$ cat config.mk
export PLATFORM = sky130hd
export DESIGN_NAME = cfg_bus_rr_arb
export DESIGN_NICKNAME = d
export VERILOG_FILES = /design/src/rtl/cfg_bus_rr_arb.sv
export SDC_FILE = /design/constraint.sdc
export NUM_CORES = 1
export LEC_CHECK = 0
export ABC_AREA = 1
export BUFFER_PORTS_ARGS = -buffer_cell sky130_fd_sc_hd__buf_2
export CAP_MARGIN = 15
export CORE_MARGIN = 4
export CORE_UTILIZATION = 36
export DETAILED_ROUTE_END_ITERATION = 16
export PLACE_DENSITY = 0.61
export SYNTH_ARGS = -nofsm -noshare
export SYNTH_HDL_FRONTEND = slang
export SYNTH_SLANG_ARGS = --single-unit
$ cat constraint.sdc
create_clock -name clk -period 1.7 [get_ports clk]
set_input_delay 0.34 -clock clk [delete_from_list [all_inputs] [get_ports clk]]
set_output_delay 0.34 -clock clk [all_outputs]
set_load 0.05 [all_outputs]
$ cat src/rtl/cfg_bus_rr_arb.sv
`default_nettype none
// ============================================================================
//  Module      : cfg_bus_rr_arb
//  Description : Round-robin arbiter sharing one downstream cfg-bus slave
//                between NUM_REQ requesters. Requests are 1-cycle wr/rd
//                pulses, latched per requester and served one at a time. A
//                bounded wait forces an ack (rdata 32'hdead_beef) when the
//                slave stays silent.
//  Revision    : 1.0 - initial release
// ============================================================================
module cfg_bus_rr_arb #(
  parameter int NUM_REQ = 2,
  parameter int TIMEOUT = 256,
  parameter int GRANT_W = $clog2(NUM_REQ)
) (
  input  logic                   clk,
  input  logic                   sync_rst_n,
  input  logic                   flr,
  input  logic [NUM_REQ*32-1:0]  req_addr,
  input  logic [NUM_REQ*32-1:0]  req_wdata,
  input  logic [NUM_REQ-1:0]     req_wr,
  input  logic [NUM_REQ-1:0]     req_rd,
  output logic [NUM_REQ-1:0]     req_ack,
  output logic [NUM_REQ*32-1:0]  req_rdata,
  output logic [31:0]            ds_addr,
  output logic [31:0]            ds_wdata,
  output logic                   ds_wr,
  output logic                   ds_rd,
  input  logic                   ds_ack,
  input  logic [31:0]            ds_rdata,
  output logic                   busy,
  output logic [GRANT_W-1:0]     grant_id,
  output logic                   timeout_sticky,
  output logic [NUM_REQ-1:0]     ovf_sticky
);

  typedef enum logic [1:0] {
    S_IDLE  = 2'd0,
    S_ISSUE = 2'd1,
    S_WAIT  = 2'd2,
    S_RESP  = 2'd3
  } state_t;

  localparam logic [31:0]        C_TIMEOUT_DATA = 32'hdead_beef;
  localparam logic [15:0]        C_TIMER_LAST   = 16'(TIMEOUT - 1);
  localparam logic [GRANT_W-1:0] C_LAST_INIT    = GRANT_W'(NUM_REQ - 1);

  state_t               r_state;
  logic [NUM_REQ-1:0]   r_pending;
  logic [31:0]          r_addr  [NUM_REQ];
  logic [31:0]          r_wdata [NUM_REQ];
  logic [NUM_REQ-1:0]   r_is_wr;
  logic [GRANT_W-1:0]   r_last_grant;
  logic [15:0]          r_timer;

  logic                 w_any;
  logic                 w_found_hi;
  logic                 w_found_lo;
  logic [GRANT_W-1:0]   w_pick_hi;
  logic [GRANT_W-1:0]   w_pick_lo;
  logic [GRANT_W-1:0]   w_pick;
  logic [NUM_REQ-1:0]   w_clear;
  logic                 w_done;
  logic [31:0]          w_resp_data;

  assign busy = (r_state != S_IDLE);

  // Round-robin pick: lowest pending index above the last grant, else the
  // lowest pending index overall (wrap). Also flags the slot being retired.
  always_comb begin
    w_any      = |r_pending;
    w_found_hi = 1'b0;
    w_found_lo = 1'b0;
    w_pick_hi  = '0;
    w_pick_lo  = '0;
    w_clear    = '0;
    for (int i = 0; i < NUM_REQ; i++) begin
      w_clear[i] = (r_state == S_RESP) && (grant_id == GRANT_W'(i));
      if (r_pending[i]) begin
        if (!w_found_lo) begin
          w_found_lo = 1'b1;
          w_pick_lo  = GRANT_W'(i);
        end
        if (!w_found_hi && (GRANT_W'(i) > r_last_grant)) begin
          w_found_hi = 1'b1;
          w_pick_hi  = GRANT_W'(i);
        end
      end
    end
    w_pick = w_found_hi ? w_pick_hi : w_pick_lo;
  end

  // Completion condition in WAIT and the data returned to the requester.
  always_comb begin
    w_done      = (r_state == S_WAIT) && (ds_ack || (r_timer == C_TIMER_LAST));
    w_resp_data = ds_ack ? ds_rdata : C_TIMEOUT_DATA;
  end

  // Per-requester request capture; a pulse against a still-pending slot is
  // dropped and flagged, unless that slot is being retired this cycle.
  always_ff @(posedge clk or negedge sync_rst_n) begin
    if (!sync_rst_n) begin
      r_pending  <= '0;
      r_is_wr    <= '0;
      ovf_sticky <= '0;
      for (int i = 0; i < NUM_REQ; i++) begin
        r_addr[i]  <= '0;
        r_wdata[i] <= '0;
      end
    end else if (flr) begin
      r_pending <= '0;
    end else begin
      for (int i = 0; i < NUM_REQ; i++) begin
        if (req_wr[i] || req_rd[i]) begin
          if (r_pending[i] && !w_clear[i]) begin
            ovf_sticky[i] <= 1'b1;
          end else begin
            r_pending[i] <= 1'b1;
            r_addr[i]    <= req_addr[32*i +: 32];
            r_wdata[i]   <= req_wdata[32*i +: 32];
            r_is_wr[i]   <= req_wr[i];
          end
        end else if (w_clear[i]) begin
          r_pending[i] <= 1'b0;
        end
      end
    end
  end

  // Transaction FSM with registered downstream and response outputs.
  always_ff @(posedge clk or negedge sync_rst_n) begin
    if (!sync_rst_n) begin
      r_state        <= S_IDLE;
      r_last_grant   <= C_LAST_INIT;
      r_timer        <= '0;
      grant_id       <= '0;
      ds_addr        <= '0;
      ds_wdata       <= '0;
      ds_wr          <= 1'b0;
      ds_rd          <= 1'b0;
      req_ack        <= '0;
      req_rdata      <= '0;
      timeout_sticky <= 1'b0;
    end else begin
      ds_wr   <= 1'b0;
      ds_rd   <= 1'b0;
      req_ack <= '0;
      if (flr) begin
        r_state <= S_IDLE;
      end else begin
        case (r_state)
          S_IDLE: begin
            if (w_any) begin
              grant_id <= w_pick;
              ds_addr  <= r_addr[w_pick];
              ds_wdata <= r_wdata[w_pick];
              ds_wr    <= r_is_wr[w_pick];
              ds_rd    <= !r_is_wr[w_pick];
              r_state  <= S_ISSUE;
            end
          end
          S_ISSUE: begin
            r_timer <= '0;
            r_state <= S_WAIT;
          end
          S_WAIT: begin
            if (w_done) begin
              for (int i = 0; i < NUM_REQ; i++) begin
                if (grant_id == GRANT_W'(i)) begin
                  req_ack[i]           <= 1'b1;
                  req_rdata[32*i +: 32] <= w_resp_data;
                end
              end
              if (!ds_ack) begin
                timeout_sticky <= 1'b1;
              end
              r_state <= S_RESP;
            end else if (r_timer != 16'hffff) begin
              r_timer <= r_timer + 16'd1;
            end
          end
          S_RESP: begin
            r_last_grant <= grant_id;
            r_state      <= S_IDLE;
          end
          default: begin
            r_state <= S_IDLE;
          end
        endcase
      end
    end
  end

endmodule
`default_nettype wire

==> metrics, run 1 <==
final setup margin -132 ps; Setup-failing EPs final 209; worst-path cell chain inv_2 > ha_4 > clkinvlp_4 > buf_6 > buf_12; CTS max path bufs 3; CP Class flip-flop to output pin; Worst path top cell family by delay buffers and inverters; Vias 9,863; Crit path required time 1360 ps; largest net degree at the start of global routing 68; GRT Total Usage 18.1%; routed length per placed instance 19.1 um; HP Class input pin to flip-flop; full die area 36,200 sq um; sequential area share after synthesis 60.0%; hold_ws 59.7 ps; Post-synth EDFFs 0; DRT iter0 DRCs 445; Initial Util 36.6%; CTS tree yes; Tcrit/Tclk final 108%; critical-path maximum fanout 2; Syn-to-layout area delta 48.6%; # rows 66; clock root buffer clkbuf_16; Filler Cell Count 2,841; Combinational Power Share 44.1%; Max Slew Vio Count 0; sequential power share 33.7%; Net Switching 13.6 mW; Max VDD drop 1.28 mV; asr flop ratio synth 100%; DP Wirelength 22,800 um; Syn Inst Count 1,119; Pre-antenna DRT Iters 4; Top FF cell, synth dfrtp_1; Clk Latency, worst-skew pair 510 ps; critical path arrival 1490 ps; Synth area leader dfrtp_1; met1 Use GR 23.9%; Yosys cell types 30; IO Port Bufs 304; largest cells by area after synthesis dfrtp_1 (60%), mux2_2 (12%), nand2_1 (6.5%), o21ai_0 (5.1%), nor2_1 (4.1%); Num CTS Buffers 34; startpoint types flip-flop; max cap viols 0; pwr dens 1780 nW/um^2; DIE WIDTH 190 um; list of most frequent post-synthesis cells dfrtp_1 (286), nand2_1 (206), nor2_1 (130); Mapped Area 12,000 sq um; Antenna Nets Post-Route 0; Max Freq 546 MHz; initial antenna violation count 6; first-pass GRT wire length 52,400 um; worst clock skew 18.1 ps; CP max stage delay 390 ps; switch share 43.1%; status finished with violations; Synth Area per Inst 10.7 sq um; minimum clock period 1830 ps; Synth Warn # 0; most frequent cell after synthesis dfrtp_1; Int Pwr 18.0 mW; unrepaired setup endpoints after global routing yes; # clock sinks 287; WP buf/inv 4; nets 1,695; syn nets 1,293; H-tree lvl count 2; share of layout cells above drive strength 1 51.9%; slew at the pin with the worst max-slew slack 398 ps; vias in the first global route 9,527; slowest CP cell dfrtp_1; gr busiest metal met2; M2 GR Usage 29.5%; final core occ 54.4%; Top Ports 305; critical path endpoint category output pin; Die H 190 um; max_slew headroom 73.2%; share of the synthesized area in the top cell type 59.8%; Avg Vias per Cell 4.96; Leak 8.85 nW; Power, Total 31.6 mW; Final Hold Viols 0; Clock power frac 22.2%; gp weighted congestion 0.815; Congestion Overflow GR 0; flops & latches, synth 287; DRC viols 0; WL final 38,000 um; met3 usage 4.65%; Worst-path clk slew 60 ps; violated checks setup timing; core area 32,700 sq um
## through the flow
step	cell area (sq um)	setup TNS [ps]	setup WS, ps	instances
final	17800	-13770	-132	1989
after global routing	17800	-26970	-202	1989
after CTS	16200	-2920	-138	1955
after detailed placement	14600	-1840	-66.1	1873
after global placement	14600	-1520	-35.0	1873
after floorplan	12100	-6580	-128	1119
## cell usage in the layout (no fill, tap or decap), drive strengths merged, types with 2 or more instances in the layout
master | Yosys | layout
buf | 36 | 409
ha | 6 | 6
xnor2 | 2 | 2
nand4 | 9 | 9
bufinv | 0 | 2
dfrtp | 286 | 286
a21oi | 6 | 6
o21ai | 200 | 200
nor2 | 131 | 131
clkbuf | 28 | 62
mux2 | 129 | 129
inv | 31 | 31
nor3b | 2 | 2
nand2 | 228 | 228
nand3 | 12 | 13
clkinvlp | 0 | 4
o21bai | 2 | 2
diode | 0 | 2
clkinv | 0 | 11
xor2 | 5 | 5
o31ai | 2 | 2
## layer usage
layer / up-vias / routed length [um] / share of wire, %
met5: - / 42 / 0.11
li1: 4556 / - / -
met4: 8 / 984 / 2.6
met3: 74 / 2850 / 7.5
met1: 4851 / 15900 / 42
met2: 374 / 18200 / 48
## registers in the layout, indices dropped and copies added (netlist names)
signal and cells:
ds_addr 32, ds_rd 1, ds_wdata 32, ds_wr 1, grant_id 1, ovf_sticky 2, r_addr 64, r_is_wr 2
r_last_grant 1, r_pending 2, r_state 2, r_timer 16, r_wdata 64, req_ack 2, req_rdata 64, timeout_sticky 1
## path summary, 6_finish.rpt
kind                                    start       endpoint  slack, ps  cells past startpoint
worst min-delay path             req_addr[14]     r_addr[46]         60                      2
worst max register to register     r_state[0]     r_addr[27]       -120                      9
min in group asynchronous          sync_rst_n  req_rdata[18]        300                      2
max in group asynchronous          sync_rst_n    ds_addr[20]        720                      3
worst min register to register  req_rdata[34]  req_rdata[34]        480                      2
worst max-delay path               r_state[1]           busy       -130                      5
## power groups by stage
| stage | Sequential (mW) | Clock (mW) | Combinational, mW |
|---|---|---|---|
| 3_3_place_gp | 10.4 | 0 | 11.4 |
| 2_1_floorplan | 15.2 | 0 | 3.25 |
| 4_1_cts | 10.3 | 7.21 | 12.2 |
| 3_5_place_dp | 10.4 | 0 | 11.5 |
| 6_report | 10.7 | 7.02 | 14.0 |
| 5_1_grt | 10.9 | 7.52 | 14.7 |
## area by class of cell
class,count,area [sq um],area share [%]
antenna,2,5.00,0.0281
clock buffer,44,918,5.16
clock inverter,16,160,0.900
inverter,31,149,0.837
multi-input combinational,738,5330,30.0
sequential,287,7180,40.4
tap,442,553,3.11
timing repair buffer,428,3470,19.5
timing repair inverter,1,16.3,0.0915
## logic make-up after synthesis
family	synth area share [%]
buffers and inverters	3.93
AND/OR/NAND/NOR	13.1
flip-flops	60.0
multiplexers	12.1
AO/OA/AOI/OAI	9.73
adder cells (fa/ha/maj)	0.627
XOR/XNOR	0.512
## timing repair
item | in CTS | in global routing
hold endpoints to repair | 25 | 0
setup endpoints to repair | 107 | 266
hold buffers | 1 | 0
gates cloned | 8 | 27
resized for setup | 48 | 332
pin swaps | 9 | 19
buffers inserted | 13 | 6
Power figures use the tool's default switching activity.
==> run 2: changes to the inputs <==
--- a/config.mk
+++ b/config.mk
@@ -9,9 +9,9 @@
 export BUFFER_PORTS_ARGS = -buffer_cell sky130_fd_sc_hd__buf_2
 export CAP_MARGIN = 15
 export CORE_MARGIN = 4
-export CORE_UTILIZATION = 36
+export CORE_UTILIZATION = 40
 export DETAILED_ROUTE_END_ITERATION = 16
-export PLACE_DENSITY = 0.61
+export PLACE_DENSITY_LB_ADDON = 0.12
 export SYNTH_ARGS = -nofsm -noshare
 export SYNTH_HDL_FRONTEND = slang
 export SYNTH_SLANG_ARGS = --single-unit
==> run 2 against run 1 <==
Against the previous run: the run still ends with setup timing left; sequential cell count is the same; utilization rose by 8.0 points; critical path type unchanged; final cell count increased by 3.5%.
==> metrics, run 2 (synthesis gave the netlist of run 1 again) <==
status finished with violations; violated checks setup timing; Vias 10,200 (+3.0%); DP Wirelength 22,400 um (-2.0%); Tcrit/Tclk final 109% (+1.2 points); routed length per placed instance 19.0 um (-0.54%); Antenna Nets Post-Route 0 (unchanged); Setup-failing EPs final 174 (-17%); core area 29,600 sq um (-9.6%); Initial Util 40.5% (+3.9 points); max_slew headroom 66.4% (-6.8 points); DRT iter0 DRCs 478 (+7.4%); # clock sinks 287 (unchanged); minimum clock period 1850 ps (+20.7 ps); hold_ws 24.6 ps (-35.1 ps); Num CTS Buffers 31 (-8.8%); slew at the pin with the worst max-slew slack 504 ps (+106 ps); commonest non-fill, non-tap cell in the layout buf_2; clock root buffer clkbuf_16; Die H 181 um (-4.9%); DRC viols 0 (unchanged); Clk Latency, worst-skew pair 570 ps (+60 ps); initial antenna violation count 0 (-6); slowest CP cell dfrtp_1; share of layout cells above drive strength 1 47.2% (-4.7 points); register area 7190 sq um (about the same); dpl ws -78.4 ps (-12.3 ps); Max Slew Vio Count 0 (unchanged); Top Ports 305 (unchanged); Power, Total 31.0 mW (-2.1%); worst clock skew 9.53 ps (-8.54 ps); CTS max path bufs 3 (unchanged); Pre-antenna DRT Iters 4 (unchanged); Post-Place Cell Area 14,500 sq um (-0.79%); multi-input logic area 4790 sq um (-10%); CP Class flip-flop to output pin; Syn-to-layout area delta 54.1%; Max Freq 540 MHz (-1.1%); Crit path required time 1360 ps (about the same); unrepaired setup endpoints after global routing yes; Filler Cell Count 2,471 (-13%); CTS tree yes; Max VDD drop 1.08 mV (-16%); # placed instances 1,822 (-2.7%); fin cells 2,059 (+3.5%); CP max stage delay 410 ps (+20 ps); critical path arrival 1510 ps (+20 ps); full die area 32,800 sq um (-9.6%); most frequent cells in the layout buf_2 (302), dfrtp_1 (282), nand2_1 (187); WL final 39,100 um (+3.0%); Congestion Overflow GR 0 (unchanged); GRT Total Usage 21.9% (+3.9 points); Avg Vias per Cell 4.94 (-0.47%); first-pass GRT wire length 57,700 um (+10%); worst-path cell chain inv_2 > ha_4 > clkinvlp_4 > buf_6; critical path endpoint category output pin; gp weighted congestion 0.828 (+1.7%); # rows 63 (-4.5%); post-route cell area 18,500 sq um (+3.7%); max cap viols 0 (unchanged); final setup margin -152 ps (-20.7 ps); pwr dens 1680 nW/um^2 (-5.6%); H-tree lvl count 1 (-1); biggest regs r_addr x64, r_wdata x64, req_rdata x64; startpoint types flip-flop; IO Port Bufs 304 (unchanged); HP Class input pin to flip-flop; Final Hold Viols 0 (unchanged); Worst-path clk slew 60 ps (about the same); vias in the first global route 10,400 (+9.1%); DIE WIDTH 181 um (-4.9%); nets 1,817 (+7.2%); largest net degree at the start of global routing 66 (-2.9%); critical-path maximum fanout 3 (+1); Leak 8.85 nW (about the same)
## run 2: through the flow
stage / util [%] / setup TNS, ps
2_1_floorplan: - / -6580
3_3_place_gp: 48.9 / -795
3_5_place_dp: 48.9 / -3270
4_1_cts: 58.6 / -7380
5_1_grt: 62.4 / -22240
6_report: 62.4 / -10950
## run 2: power breakdown
| group | internal [mW] | switching [mW] | total, mW | leakage [nW] |
|---|---|---|---|---|
| clock network | 4.16 | 2.73 | 6.89 | 0.522 |
| registers | 9.07 | 1.38 | 10.4 | 3.50 |
| logic | 4.48 | 9.15 | 13.6 | 4.83 |
## run 2: what timing repair did
item | CTS | global route
buffers inserted | 24 | 11
gates resized for setup | 42 | 231
hold buffers | 108 | 0
hold endpoints to repair | 135 | 0
pin swaps | 1 | 67
gates cloned | 14 | 25
setup endpoints to repair | 151 | 281
## run 2: worst paths after layout
check | from | endpoint | slack (ps) | cells past startpoint
worst max-delay path | r_state[0] | busy | -150 | 4
worst min-delay path | req_wdata[28] | r_wdata[60] | 20 | 2
worst max register to register | r_state[0] | r_addr[43] | -120 | 9
worst min register to register | ovf_sticky[1] | ovf_sticky[1] | 460 | 2
max in group asynchronous | sync_rst_n | ds_wdata[12] | 720 | 4
min in group asynchronous | sync_rst_n | r_timer[2] | 300 | 2
## run 2: area by class of cell
cell class | instances | share of cell area (%)
inverter | 31 | 0.766
clock buffer | 51 | 5.26
tap | 390 | 2.64
timing repair buffer | 554 | 26.0
clock inverter | 6 | 0.454
antenna | 2 | 0.0271
multi-input combinational | 738 | 25.9
sequential | 287 | 39.0
## run 2: layer usage
metal	up-vias	GRT usage [%]	routed length, um
met5	-	0	0
li1	4791	-	-
met2	317	37.5	19000
met4	0	6.24	1340
met3	72	4.45	2400
met1	4982	28.5	16400
## run 2: critical path, delay by kind of cell (launching register included)
| kind | cells | cell delay, ps |
|---|---|---|
| fa+ha+maj | 1 | 150 |
| flops | 1 | 410 |
| buf+inv | 3 | 390 |
==> run 3: changes to the inputs <==
--- a/config.mk
+++ b/config.mk
@@ -11,6 +11,8 @@
 export CORE_MARGIN = 4
 export CORE_UTILIZATION = 40
 export DETAILED_ROUTE_END_ITERATION = 16
+export GPL_TIMING_DRIVEN = 0
+export MAX_ROUTING_LAYER = met4
 export PLACE_DENSITY_LB_ADDON = 0.12
 export SYNTH_ARGS = -nofsm -noshare
 export SYNTH_HDL_FRONTEND = slang
==> run 3 against run 2 <==
Against the previous run: clock power is 5.1% lower; design area is 4.1% lower; utilization is 2.5 points lower; largest power group unchanged; the flow finishes with violations (hold timing, setup timing).
==> metrics, run 3 (synthesis gave the netlist of run 1 again) <==
first-pass GRT wire length 55,100 um (-4.5%); Leak 8.50 nW (-3.9%); initial antenna violation count 4 (+4); critical path arrival 1480 ps (-30 ps); CP Class flip-flop to output pin; CTS max path bufs 3 (unchanged); most frequent cells in the layout buf_2 (304), dfrtp_1 (283), nand2_1 (150); gp weighted congestion 0.839 (+1.3%); max cap viols 0 (unchanged); H-tree lvl count 1 (unchanged); Pre-antenna DRT Iters 4 (unchanged); startpoint types flip-flop; register area 7190 sq um (about the same); Final Hold Viols 88 (+88); Num CTS Buffers 31 (unchanged); Max Slew Vio Count 0 (unchanged); GRT Total Usage 21.2% (-0.74 points); Power, Total 30.2 mW (-2.4%); Avg Vias per Cell 4.86 (-1.5%); # rows 63 (unchanged); DIE WIDTH 181 um (unchanged); share of layout cells above drive strength 1 46.0% (-1.2 points); minimum clock period 1820 ps (-35.7 ps); DRC viols 0 (unchanged); Syn-to-layout area delta 47.9%; slew at the pin with the worst max-slew slack 710 ps (+206 ps); vias in the first global route 10,200 (-2.1%); HP Class input pin to asynchronous set/reset pin; dpl ws -418 ps (-340 ps); hold_ws -222 ps (-246 ps); Congestion Overflow GR 0 (unchanged); Antenna Nets Post-Route 0 (unchanged); max_slew headroom 52.7% (-14 points); Max VDD drop 1.17 mV (+8.8%); CTS tree yes; DP Wirelength 23,300 um (+4.2%); Tcrit/Tclk final 107% (-2.1 points); Max Freq 550 MHz (+2.0%); violated checks hold timing, setup timing; biggest regs r_addr x64, r_wdata x64, req_rdata x64; worst clock skew 17.8 ps (+8.23 ps); final setup margin -117 ps (+35.7 ps); routed length per placed instance 17.6 um (-7.3%); pwr dens 1710 nW/um^2 (+1.7%); Vias 9,839 (-3.2%); multi-input logic area 4880 sq um (+1.9%); critical-path maximum fanout 4 (+1); Initial Util 40.5% (unchanged); Crit path required time 1360 ps (about the same); status finished with violations; Clk Latency, worst-skew pair 560 ps (about the same); unrepaired setup endpoints after global routing yes; critical path endpoint category output pin; nets 1,781 (-2.0%); # clock sinks 287 (unchanged); Worst-path clk slew 60 ps (about the same); commonest non-fill, non-tap cell in the layout buf_2; largest net degree at the start of global routing 117 (+77%); IO Port Bufs 302 (-0.66%); core area 29,600 sq um (unchanged); Filler Cell Count 2,548 (+3.1%); Die H 181 um (unchanged); clock root buffer clkbuf_16; Setup-failing EPs final 131 (-25%); WL final 35,600 um (-8.9%); DRT iter0 DRCs 359 (-25%); Top Ports 305 (unchanged); full die area 32,800 sq um (unchanged)
run 3: cell count changes in the layout (fill, tap and decap cells not counted), sizes merged:
cell,change
nand3,-1
clkinvlp,+2
diode,+2
buf,-41
dlygate4sd3,-8
clkinv,+2
clkbuf,+8
run 3: cell type report:
| class | count | share of cell area (%) |
|---|---|---|
| repair buffers | 456 | 18.4 |
| clock buffers | 45 | 4.90 |
| multi-input cells | 737 | 27.5 |
| diodes | 4 | 0.0565 |
| clock inverters | 10 | 0.615 |
| flip-flops and latches | 287 | 40.6 |
| well taps | 390 | 2.76 |
| inverters | 31 | 0.693 |
| plain buffers | 63 | 4.40 |
run 3: critical path: stages, from the launching register on:
cell and delay (ps):
dfrtp_1 410, inv_2 100, ha_4 140, clkinvlp_4 100, buf_8 160
run 3: worst paths after layout:
path	cells past startpoint	slack (ps)	from	end
max	4	-120	r_state[1]	busy
min	1	-220	sync_rst_n	r_timer[3]
max reg2reg	11	-80	r_state[1]	ds_addr[17]
min reg2reg	2	470	ovf_sticky[1]	ovf_sticky[1]
max in group asynchronous	3	580	sync_rst_n	r_addr[4]
min in group clk	2	20	req_addr[7]	r_addr[39]
run 3: metrics by stage:
stage	cell area, sq um	TNS, ps	util [%]	instances
6_report	17700	-3870	59.9	2023
5_1_grt	17700	-19430	59.9	2023
4_1_cts	16900	-7760	57.0	2000
3_5_place_dp	14100	-89240	47.8	1813
3_3_place_gp	14100	-1602060	47.6	1811
2_1_floorplan	12100	-6580	-	1119
run 3: repair_timing:
item                                    4_1_cts  5_1_grt
endpoints found under the hold margin       187       89
resized for setup                           174      173
setup buffers                                26       10
pin swaps                                    20       20
endpoints found under the setup margin      276      275
hold buffers                                 99        1
cloned                                        7       13
run 3: power by group:
group / leakage [nW] / internal (mW) / total (mW) / switching (mW)
combinational: 4.52 / 4.31 / 13.2 / 8.87
sequential: 3.51 / 9.06 / 10.5 / 1.43
clock: 0.475 / 3.82 / 6.54 / 2.72
total: 8.50 / 17.2 / 30.2 / 13.0
run 3: layer usage:
layer  up-vias  part of all wire [%]  track usage, %  routed length (um)
li1       4722                     -               -                   -
met2       253                    50            34.7               17700
met1      4810                    42            27.3               15100
met4         0                   2.4            5.25                 856
met5         -                     0               -                   0
met3        54                   5.6            4.43                2000
